$ cat src/rtl/dspb_serum_qsys_nios2_qsys_0_oci_dct_packer.sv
// OCI debug-trace packer: packs 2-bit atoms into 30-bit words (up to 15 atoms) behind a
// single-entry valid/ready output register, with idle-timeout and end-of-test flushing.
module dspb_serum_qsys_nios2_qsys_0_oci_dct_packer #(
   parameter int unsigned FlushTimeout = 64
) (
   input  logic        clk_i,
   input  logic        reset_i,
   input  logic        atom_valid_i,
   input  logic [1:0]  atom_i,
   output logic        atom_ready_o,
   input  logic        end_req_i,
   output logic [29:0] dct_buffer_o,
   output logic [3:0]  dct_count_o,
   output logic        dct_valid_o,
   input  logic        dct_ready_i,
   output logic        test_ending_o,
   output logic        test_has_ended_o
);

   localparam int unsigned    IdleW   = $clog2(FlushTimeout);
   localparam logic [IdleW-1:0] IdleMax = IdleW'(FlushTimeout - 1);

   typedef enum logic [1:0] {StRun, StEnding, StEnded} state_e;

   state_e            state_q, state_d;
   logic [29:0]       acc_q, acc_d;
   logic [3:0]        cnt_q, cnt_d;
   logic [IdleW-1:0]  idle_q, idle_d;
   logic [29:0]       buf_q, buf_d;
   logic [3:0]        count_q, count_d;
   logic              valid_q, valid_d;

   logic out_free;
   logic accept;
   logic full_load;
   logic flush;

   always_comb begin
      out_free     = ~valid_q | dct_ready_i;
      atom_ready_o = ~reset_i & (state_q == StRun) & ((cnt_q != 4'd14) | out_free);
      accept       = atom_valid_i & atom_ready_o;
      full_load    = accept & (cnt_q == 4'd14);
      // A partial word leaves on idle timeout in RUN, or as soon as possible in ENDING.
      flush        = ~accept & (cnt_q != 4'd0) & out_free &
                     (((state_q == StRun) & (idle_q == IdleMax)) | (state_q == StEnding));
   end

   always_comb begin
      acc_d   = acc_q;
      cnt_d   = cnt_q;
      idle_d  = idle_q;
      buf_d   = buf_q;
      count_d = count_q;
      valid_d = valid_q;
      state_d = state_q;

      if (accept) begin
         idle_d = '0;
         if (full_load) begin
            acc_d = '0;
            cnt_d = 4'd0;
         end else begin
            acc_d[{cnt_q, 1'b0} +: 2] = atom_i;
            cnt_d                      = cnt_q + 4'd1;
         end
      end else if (flush) begin
         acc_d  = '0;
         cnt_d  = 4'd0;
         idle_d = '0;
      end else if ((state_q == StRun) && (cnt_q != 4'd0) && (idle_q != IdleMax)) begin
         idle_d = idle_q + 1'b1;
      end

      if (full_load) begin
         buf_d   = {atom_i, acc_q[27:0]};
         count_d = 4'd15;
         valid_d = 1'b1;
      end else if (flush) begin
         buf_d   = acc_q;
         count_d = cnt_q;
         valid_d = 1'b1;
      end else if (dct_ready_i) begin
         valid_d = 1'b0;
      end

      unique case (state_q)
         StRun:    if (end_req_i) state_d = StEnding;
         StEnding: if ((cnt_q == 4'd0) && !valid_q) state_d = StEnded;
         StEnded:  state_d = StEnded;
         default:  state_d = StRun;
      endcase
   end

   always_ff @(posedge clk_i) begin
      if (reset_i) begin
         state_q <= StRun;
         acc_q   <= '0;
         cnt_q   <= 4'd0;
         idle_q  <= '0;
         buf_q   <= '0;
         count_q <= 4'd0;
         valid_q <= 1'b0;
      end else begin
         state_q <= state_d;
         acc_q   <= acc_d;
         cnt_q   <= cnt_d;
         idle_q  <= idle_d;
         buf_q   <= buf_d;
         count_q <= count_d;
         valid_q <= valid_d;
      end
   end

   assign dct_buffer_o     = buf_q;
   assign dct_count_o      = count_q;
   assign dct_valid_o      = valid_q;
   assign test_ending_o    = (state_q != StRun);
   assign test_has_ended_o = (state_q == StEnded);

endmodule

$ cat config.mk
export PLATFORM = sky130hd
export DESIGN_NAME = dspb_serum_qsys_nios2_qsys_0_oci_dct_packer
export DESIGN_NICKNAME = d
export VERILOG_FILES = /design/src/rtl/dspb_serum_qsys_nios2_qsys_0_oci_dct_packer.sv
export SDC_FILE = /design/constraint.sdc
export NUM_CORES = 1
export LEC_CHECK = 0
export BUFFER_PORTS_ARGS = -buffer_cell sky130_fd_sc_hd__clkbuf_2
export CAP_MARGIN = 20
export CORE_MARGIN = 2
export CORE_UTILIZATION = 51
export DETAILED_ROUTE_END_ITERATION = 8
export GPL_TIMING_DRIVEN = 0
export PLACE_DENSITY = 0.72
export SLEW_MARGIN = 20
export SYNTH_ARGS = -nofsm -noshare
export SYNTH_HDL_FRONTEND = slang
export SYNTH_SLANG_ARGS = --single-unit
$ cat constraint.sdc
create_clock -name clk_i -period 2.9 [get_ports clk_i]
set_input_delay 0.58 -clock clk_i [delete_from_list [all_inputs] [get_ports clk_i]]
set_output_delay 0.58 -clock clk_i [all_outputs]
set_load 0.05 [all_outputs]
---- Yosys cells after proc, flatten, opt, wreduce, memory -nomap -nowiden ----
Cells that the tools add are included.
word-level totals
  register bits ........................... 77
  bits in latches ......................... 0
  memory bits (writable) .................. 0
  ROM bits ................................ 0
  input port bits ......................... 7
  output and inout port bits .............. 38
  memories ................................ 0
cells by class
  $add $sub $neg .......................... 3
  $mul .................................... 0
  div/mod/pow operators ................... 0
  order comparisons ....................... 0
  equality and inequality tests ........... 8
  shift operators ......................... 2
  multiplexer cells ....................... 17
  bitwise operators ....................... 14
  reduce and logical (&&, ||, !) cells .... 13
operators by type and width
  cell                                                                     number
  30-bit 2-to-1 mux                                                        5
  30-bit bitwise mux                                                       1
  2-bit by 7-bit variable shift with 30-bit output (first input constant)  1
  2-bit by 7-bit indexed part select with 30-bit output                    1
  4-bit 2-to-1 mux                                                         5
  1-bit AND                                                                8
  5-bit negation with 7-bit output                                         1
  6-bit by 1-bit adder with 6-bit output (second input constant)           1
  6-bit == test (second input constant)                                    1
  6-bit != test (second input constant)                                    1
  2-bit one-hot mux with 3 select lines                                    1
  2-bit nonzero test                                                       3
  4-bit by 1-bit adder with 4-bit output (second input constant)           1
  4-bit == test (second input constant)                                    1
  4-bit zero test                                                          1
  2-bit 2-to-1 mux                                                         2
  4-bit != test (second input constant)                                    1
  4-bit nonzero test                                                       1
  1-bit logical AND                                                        3
  1-bit 2-to-1 mux                                                         3
  1-bit inverter                                                           3
  1-bit OR                                                                 3
  3-bit nonzero test                                                       1
  3-bit OR reduction                                                       1
  7 further kinds                                                          7

---- Longest topological paths before layout ----
Gate-level depths: netlist (run 1).
  word-level depth ........................ 11
  mapped depth ............................ 11

---- Worst setup path after synthesis (run 1) ----
No wires, ideal clock.
  kind .................................... register to output
  start ................................... register cnt_q[0]
  end ..................................... output port atom_ready_o
  arrival ................................. 2425 ps
  required time ........................... 2320 ps
  slack ................................... -105 ps
  stages on the path, launching flop included .. 6
  path buffers ............................ 1
  cells stage by stage .................... dfxtp_1 -> clkbuf_1 -> inv_1 -> ha_1 -> and3_1 -> a211oi_1
on the way
  cells in the longest elaborated chain, start to end .. 3
RTL lines
  element                 line  source
  from (decl)             27    logic [3:0] cnt_q, cnt_d;
  from (signal assigned)  106   cnt_q <= cnt_d;
  4-bit != test           40    atom_ready_o = ~reset_i & (state_q == StRun) & ((cnt_q != 4'd14) | out_free);
  1-bit OR                40
  1-bit AND               40
  to (decl)               10    output logic atom_ready_o,
No other way between the ends.

---- Worst setup path in the final report (run 1) ----
  start ................................... register cnt_q[0]
  end ..................................... register acc_q[21]
on the way
  cells in the longest elaborated chain, start to end .. 9
  elaborated cells on any way between the ends .. 18
  classes of those cells .................. add/sub (1); eq/ne (2); shift (2); mux (3); bitwise (8); reduce/logical (2)
RTL lines
  element                                                                                   line  source
  parallel branches: the longest is 9 deep, another holds 5-bit negation with 7-bit output  n/a
  to (signal assigned)                                                                      97    acc_q <= '0;
  to (signal assigned)                                                                      105   acc_q <= acc_d;
  to (decl)                                                                                 26    logic [29:0] acc_q, acc_d;
Parallel ways; which one is timed is not known.
A chain may end at the register's enable or synchronous reset.

==> impl_metrics.toml, run 1 <==
[drt]
drt-wirelength-per-cell_um = 15.21
drc = 0
drt_wl_total_mm = 8.287
antenna_left = 0
dr.pass1.iters = 5
vias = 3030
vias_per_cell = 5.560
dr.first_iter.drc_count = 156

[worst_setup_path]
worstPathMaxFanout = 10
end_kind = "flip-flop"
worstPathArrival_ps = 3050
ff2ff_path_depth = 9
worstPathRequired_ps = 3150
r2r_setup_slack_ps = 100
worstReg2RegEnd = "acc_q[21]$_SDFFE_PP0P_"
regToRegStartpoint = "cnt_q[0]$_SDFFE_PP0P_"
worstSetupPathType = "reg -> reg"
cp-start-kind = "flip-flop"

[finish]
nets = 480
final_cells = 545
final_cell_mix = "nand2_1 (97), dfxtp_1 (77), clkbuf_2 (47)"
layout_commonest_cell = "nand2_1"
antenna_cells = 0
syn2layout_area_growth_pct = 15.29
post-route-util = 0.6132
drive_gt1_frac = 0.1774
nFillCells = 574

[clock_network]
hold_buffers = 0
clock-sinks = 77
clock_latency_ps = 360
cts_inserted_buffers = 9
htreeDepth = 3
cts-root-buf = "clkbuf_8"
cts_tree = "built"
cts_buffer_depth = 2
post_cts_buffers = 0
clkSlewWorstSetupHoldPaths_ps = 80

[floorplanning]
die_w_um = 85.62
die_area_um2 = 7330
die_h_um = 85.62
io_pins = 45
start_util = 0.5319
core_area_um2 = 6386
rows = 29

[timing]
skew_ps = 13.03
fin_ws_ps = 98.85
slew_violations = 0
fmax_mhz = 357.0
finalSetupViolations = 0
slew_headroom = 0.5463
tightest_slew_ps = 680.5
finalHoldViolCount = 0
fin_crit_ps = 2801
fin_tns_setup_ps = 0
rsz0062_at_grt = "true"
finalCritPeriodShare = 0.9659

[power]
irDropWorstVdd_uv = 546.5
power.total_uw = 2565
leakagePower_uw = 0.001544
power_density_nw_per_um2 = 654.9

[flow_run]
maxCapViolations = 0

[min_path]
min_from = "dct_buffer_o[22]$_SDFFE_PP0P_"
min_path_type = "reg -> reg"
min_path_cells = 2
min_to = "dct_buffer_o[22]$_SDFFE_PP0P_"

[logic_synthesis]
syn_area_um2 = 3397
yosysSeqAreaShare = 0.4538
ys.flop_type = "dfxtp_1"
ys_types = 45
synthArstFlopShare = 0
mappedNetlistNets = 425
ys_seq_elements = 77
synth-edff-count = 0
syn_area_per_cell_um2 = 8.306
yosys_warnings = 0
syn_inst = 409

[global_routing]
first_global_vias = 2827
grt.overflow.total = 0
grt_max_degree = 14
grt_pass1_wl_mm = 13.80
antenna_found_initial = 0
grt_usage = 0.2435

[outcome]
status = "completed"

[placed_design]
portBuffers = 44
place_inst = 530
gp_congestion = 0.9323
place_ws_ps = 27.69
hpwl_mm = 6.119
## metal layers
layer	wire, um	global-route usage
met3	398	0.04042
met4	151	0.1198
met1	3833	0.3226
met5	0	0
met2	3903	0.3864
## cell type report
class | instances | area (um2) | area share
multi-input cells | 301 | 1723 | 0.4399
flip-flops and latches | 77 | 1541 | 0.3936
repair buffers | 44 | 220.2 | 0.05623
clock buffers | 9 | 123.9 | 0.03163
plain buffers | 22 | 112.6 | 0.02875
well taps | 77 | 96.34 | 0.02460
clock inverters | 6 | 65.06 | 0.01661
inverters | 9 | 33.78 | 0.008626
## per-stage QoR
stage	area [um2]	hold slack, ps
floorplan	3402	432.1
global placement	3719	442.4
detailed placement	3719	445.4
CTS	3909	456.5
global route	3916	473.3
finish	3916	452.8
## sequential cells by signal (all words and copies together), names as in the netlist
signal        count
cnt_q             4
idle_q            6
acc_q            30
state_q           2
dct_valid_o       1
dct_buffer_o     30
dct_count_o       4
## kinds of logic after synthesis
family | Yosys count | synth area share
buffers and inverters | 31 | 0.04199
multiplexers | 23 | 0.06777
AO/OA/AOI/OAI | 79 | 0.1444
adder cells (fa/ha/maj) | 9 | 0.03315
XOR/XNOR | 6 | 0.01547
flip-flops | 77 | 0.4538
AND/OR/NAND/NOR | 184 | 0.2435
## cell usage after synthesis (2+ instances only)
master     n  share of area
a211oi_1   6          0.013
a21boi_1   3         0.0066
a21oi_1   39          0.057
a22o_1     6          0.015
a31oi_1    3         0.0055
and2_1     2         0.0037
and3_1     4         0.0074
buf_2      9          0.013
buf_4      2         0.0044
clkbuf_1  10          0.011
dfxtp_1   77           0.45
ha_1       9          0.033
inv_1      9         0.0099
mux2i_1   23          0.068
nand2_1   97           0.11
nand2b_1   5         0.0092
nand3_1   15          0.022
nand4_1    4         0.0074
nor2_1    28          0.031
nor2b_1    5         0.0092
nor3_1    12          0.018
nor3b_1    3         0.0066
nor4_1     2         0.0037
o21ai_0    7          0.010
o21ai_1    2         0.0029
o22ai_1    4         0.0074
xnor2_1    4          0.010
xor2_1     2         0.0052
## critical path, stage by stage (launching register included)
cell      delay, ps
dfxtp_1         410
clkbuf_2        250
inv_1           160
ha_1            240
buf_6           130
or3b_4          270
nand4_1         150
a21oi_1         570
a311oi_2        230
a22o_1          280
## how the worst max path moves through the flow
stage	to	startpoint	depth (start not counted)	slack [ps]
CTS	atom_ready_o	cnt_q[0]$_SDFFE_PP0P_	6	140
global placement	acc_q[21]$_SDFFE_PP0P_	cnt_q[0]$_SDFFE_PP0P_	9	-5
global route	acc_q[12]$_SDFFE_PP0P_	cnt_q[0]$_SDFFE_PP0P_	9	-30
detailed placement	dct_buffer_o[9]$_SDFFE_PP0P_	cnt_q[0]$_SDFFE_PP0P_	10	30
floorplan	atom_ready_o	cnt_q[0]$_SDFFE_PP0P_	5	370
finish	acc_q[21]$_SDFFE_PP0P_	cnt_q[0]$_SDFFE_PP0P_	9	100
## power breakdown
part	leakage, uW	internal, uW	switching, uW
registers	0.000621	1090	24.2
clock network	0.0000950	392	401
logic	0.000828	191	468
## repair_timing
action                                  in CTS  in global routing
gates cloned                                 0                  0
endpoints found under the setup margin       3                 13
resized for setup                            1                  5
pin swaps                                    0                  0
No activity file was read; power rests on OpenSTA's default activity.
==> run 2: changes to the inputs <==
==> constraint.sdc (replaced) <==
create_clock -name clk_i -period 2.9 [get_ports clk_i]
set_input_delay 0.29 -clock clk_i [delete_from_list [all_inputs] [get_ports clk_i]]
set_output_delay 0.29 -clock clk_i [all_outputs]
set_load 0.05 [all_outputs]
==> impl_metrics.toml, run 2 (synthesis gave the netlist of run 1 again) <==
[worst_setup_path]
worstSetupPathType = "reg -> reg"
end_kind = "flip-flop"
worstPathArrival_ps = 2950
worstPathRequired_ps = 3150
ff2ff_path_depth = 9
crit_path_cell_trace = "clkbuf_2 > inv_1 > ha_1 > buf_6 > or3b_4 > nand4_1 > a21oi_1 > a311oi_2 > a22o_1"
cp-start-kind = "flip-flop"
worstPathMaxFanout = 10
worst_path_max_delay_cell = "a21oi_1"
slowest_delay_ps = 510

[drt]
wl_met1_mm = 3.765
drt_wl_total_mm = 8.255
vias = 3040
drt-wirelength-per-cell_um = 15.12
top_layer_used = "met4"
dr.first_iter.drc_count = 186
drc = 0
dr.pass1.iters = 5
vias_per_cell = 5.568
antenna_left = 0
met2_length_mm = 3.805
met3_length_um = 472

[placed_design]
gp_congestion = 0.9243
dpl-instance-area_um2 = 3714
portBuffers = 44
hpwl_mm = 6.153

[timing]
fmax_mhz = 370.3
fin_crit_ps = 2701
finalHoldViolCount = 0
slew_headroom = 0.6153
skew_ps = 8.178
rsz0062_at_grt = "false"
tightest_slew_ps = 577.0
slew_violations = 0
finalSetupViolations = 0
hold_ws_ps = 282.4
finalCritPeriodShare = 0.9313

[outcome]
status = "completed"

[power]
irDropWorstVdd_uv = 413.2
leakagePower_uw = 0.001560
power_density_nw_per_um2 = 677.8

[finish]
fin_area_um2 = 3968
nFillCells = 563
regArea_um2 = 1541
antenna_cells = 0
syn2layout_area_growth_pct = 16.80
multi_input_area_um2 = 1733
nets = 480
drive_gt1_frac = 0.1812
layout_commonest_cell = "nand2_1"
final_cell_mix = "nand2_1 (97), dfxtp_1 (77), clkbuf_2 (46)"

[clock_network]
clkSlewWorstSetupHoldPaths_ps = 80
post_cts_resized = 0
htreeDepth = 3
hold_buffers = 0
clock-sinks = 77
cts_tree = "built"
cts_inserted_buffers = 9
clock_latency_ps = 360
cts_buffer_depth = 2
cts-root-buf = "clkbuf_8"
post_cts_buffers = 0

[global_routing]
antenna_found_initial = 0
grt_max_degree = 15
grt_usage = 0.2359
grt_pass1_wl_mm = 13.50
grt.overflow.total = 0
first_global_vias = 2907

[floorplanning]
rows = 29
die_w_um = 85.62
io_pins = 45
start_util = 0.5319
core_area_um2 = 6386
die_h_um = 85.62
die_area_um2 = 7330

[flow_run]
maxCapViolations = 0

[min_path]
min_path_cells = 3
min_path_type = "in -> reg"
run 2: changes by cell type in the layout (fill, tap and decap cells not counted):
cell       change
clkbuf_8       +1
nor4_1         -1
o21ai_1        -1
nor4_2         +1
clkinv_2       -2
inv_6          +1
o21ai_2        +1
bufinv_16      +1
clkbuf_1       +1
clkbuf_2       -1
run 2: layout make-up:
| type | instances | share of cell area |
|---|---|---|
| multi-input combinational | 301 | 0.4368 |
| timing repair buffer | 44 | 0.05550 |
| sequential | 77 | 0.3885 |
| clock buffer | 10 | 0.03469 |
| inverter | 9 | 0.008515 |
| buffer | 22 | 0.02807 |
| clock inverter | 6 | 0.02365 |
| tap | 77 | 0.02428 |
run 2: report_power, final:
| part | total [uW] | internal (uW) | switching (uW) |
|---|---|---|---|
| logic | 660 | 189 | 471 |
| clock network | 918 | 513 | 405 |
| registers | 1110 | 1090 | 22.8 |
| total | 2690 | 1790 | 899 |
run 2: metrics by stage:
stage	power [uW]	TNS, ps	setup slack (ps)	util	cells
after global placement	1768	-48.49	-18.70	0.5815	530
after floorplan	1623	0	185.2	-	409
final	2689	0	199.2	0.6213	546
after detailed placement	1775	0	59.29	0.5815	530
after global routing	2810	0	61.92	0.6213	546
after CTS	2693	0	35.34	0.6178	546
run 2: worst max-delay path, delay by kind of cell, from the launching register on:
family | cells | cell delay [ps]
adders and majority gates | 1 | 240
buffers and inverters | 3 | 540
and+or+nand+nor | 2 | 440
AOI/OAI and AO/OA | 3 | 1000
DFF | 1 | 380
run 2: per-layer routing:
metal | track usage | vias to the layer above
met5 | 0 | -
met4 | 0.1097 | 0
met3 | 0.06160 | 18
met2 | 0.3835 | 93
met1 | 0.2932 | 1418
li1 | - | 1511
run 2: worst paths after layout:
kind | slack, ps | start | endpoint
worst max-delay path | 200 | cnt_q[0]$_SDFFE_PP0P_ | acc_q[21]$_SDFFE_PP0P_
worst min-delay path | 280 | atom_i[1] | acc_q[1]$_SDFFE_PP0P_
worst max register to register | 200 | cnt_q[0]$_SDFFE_PP0P_ | acc_q[21]$_SDFFE_PP0P_
worst min register to register | 460 | dct_buffer_o[8]$_SDFFE_PP0P_ | dct_buffer_o[8]$_SDFFE_PP0P_
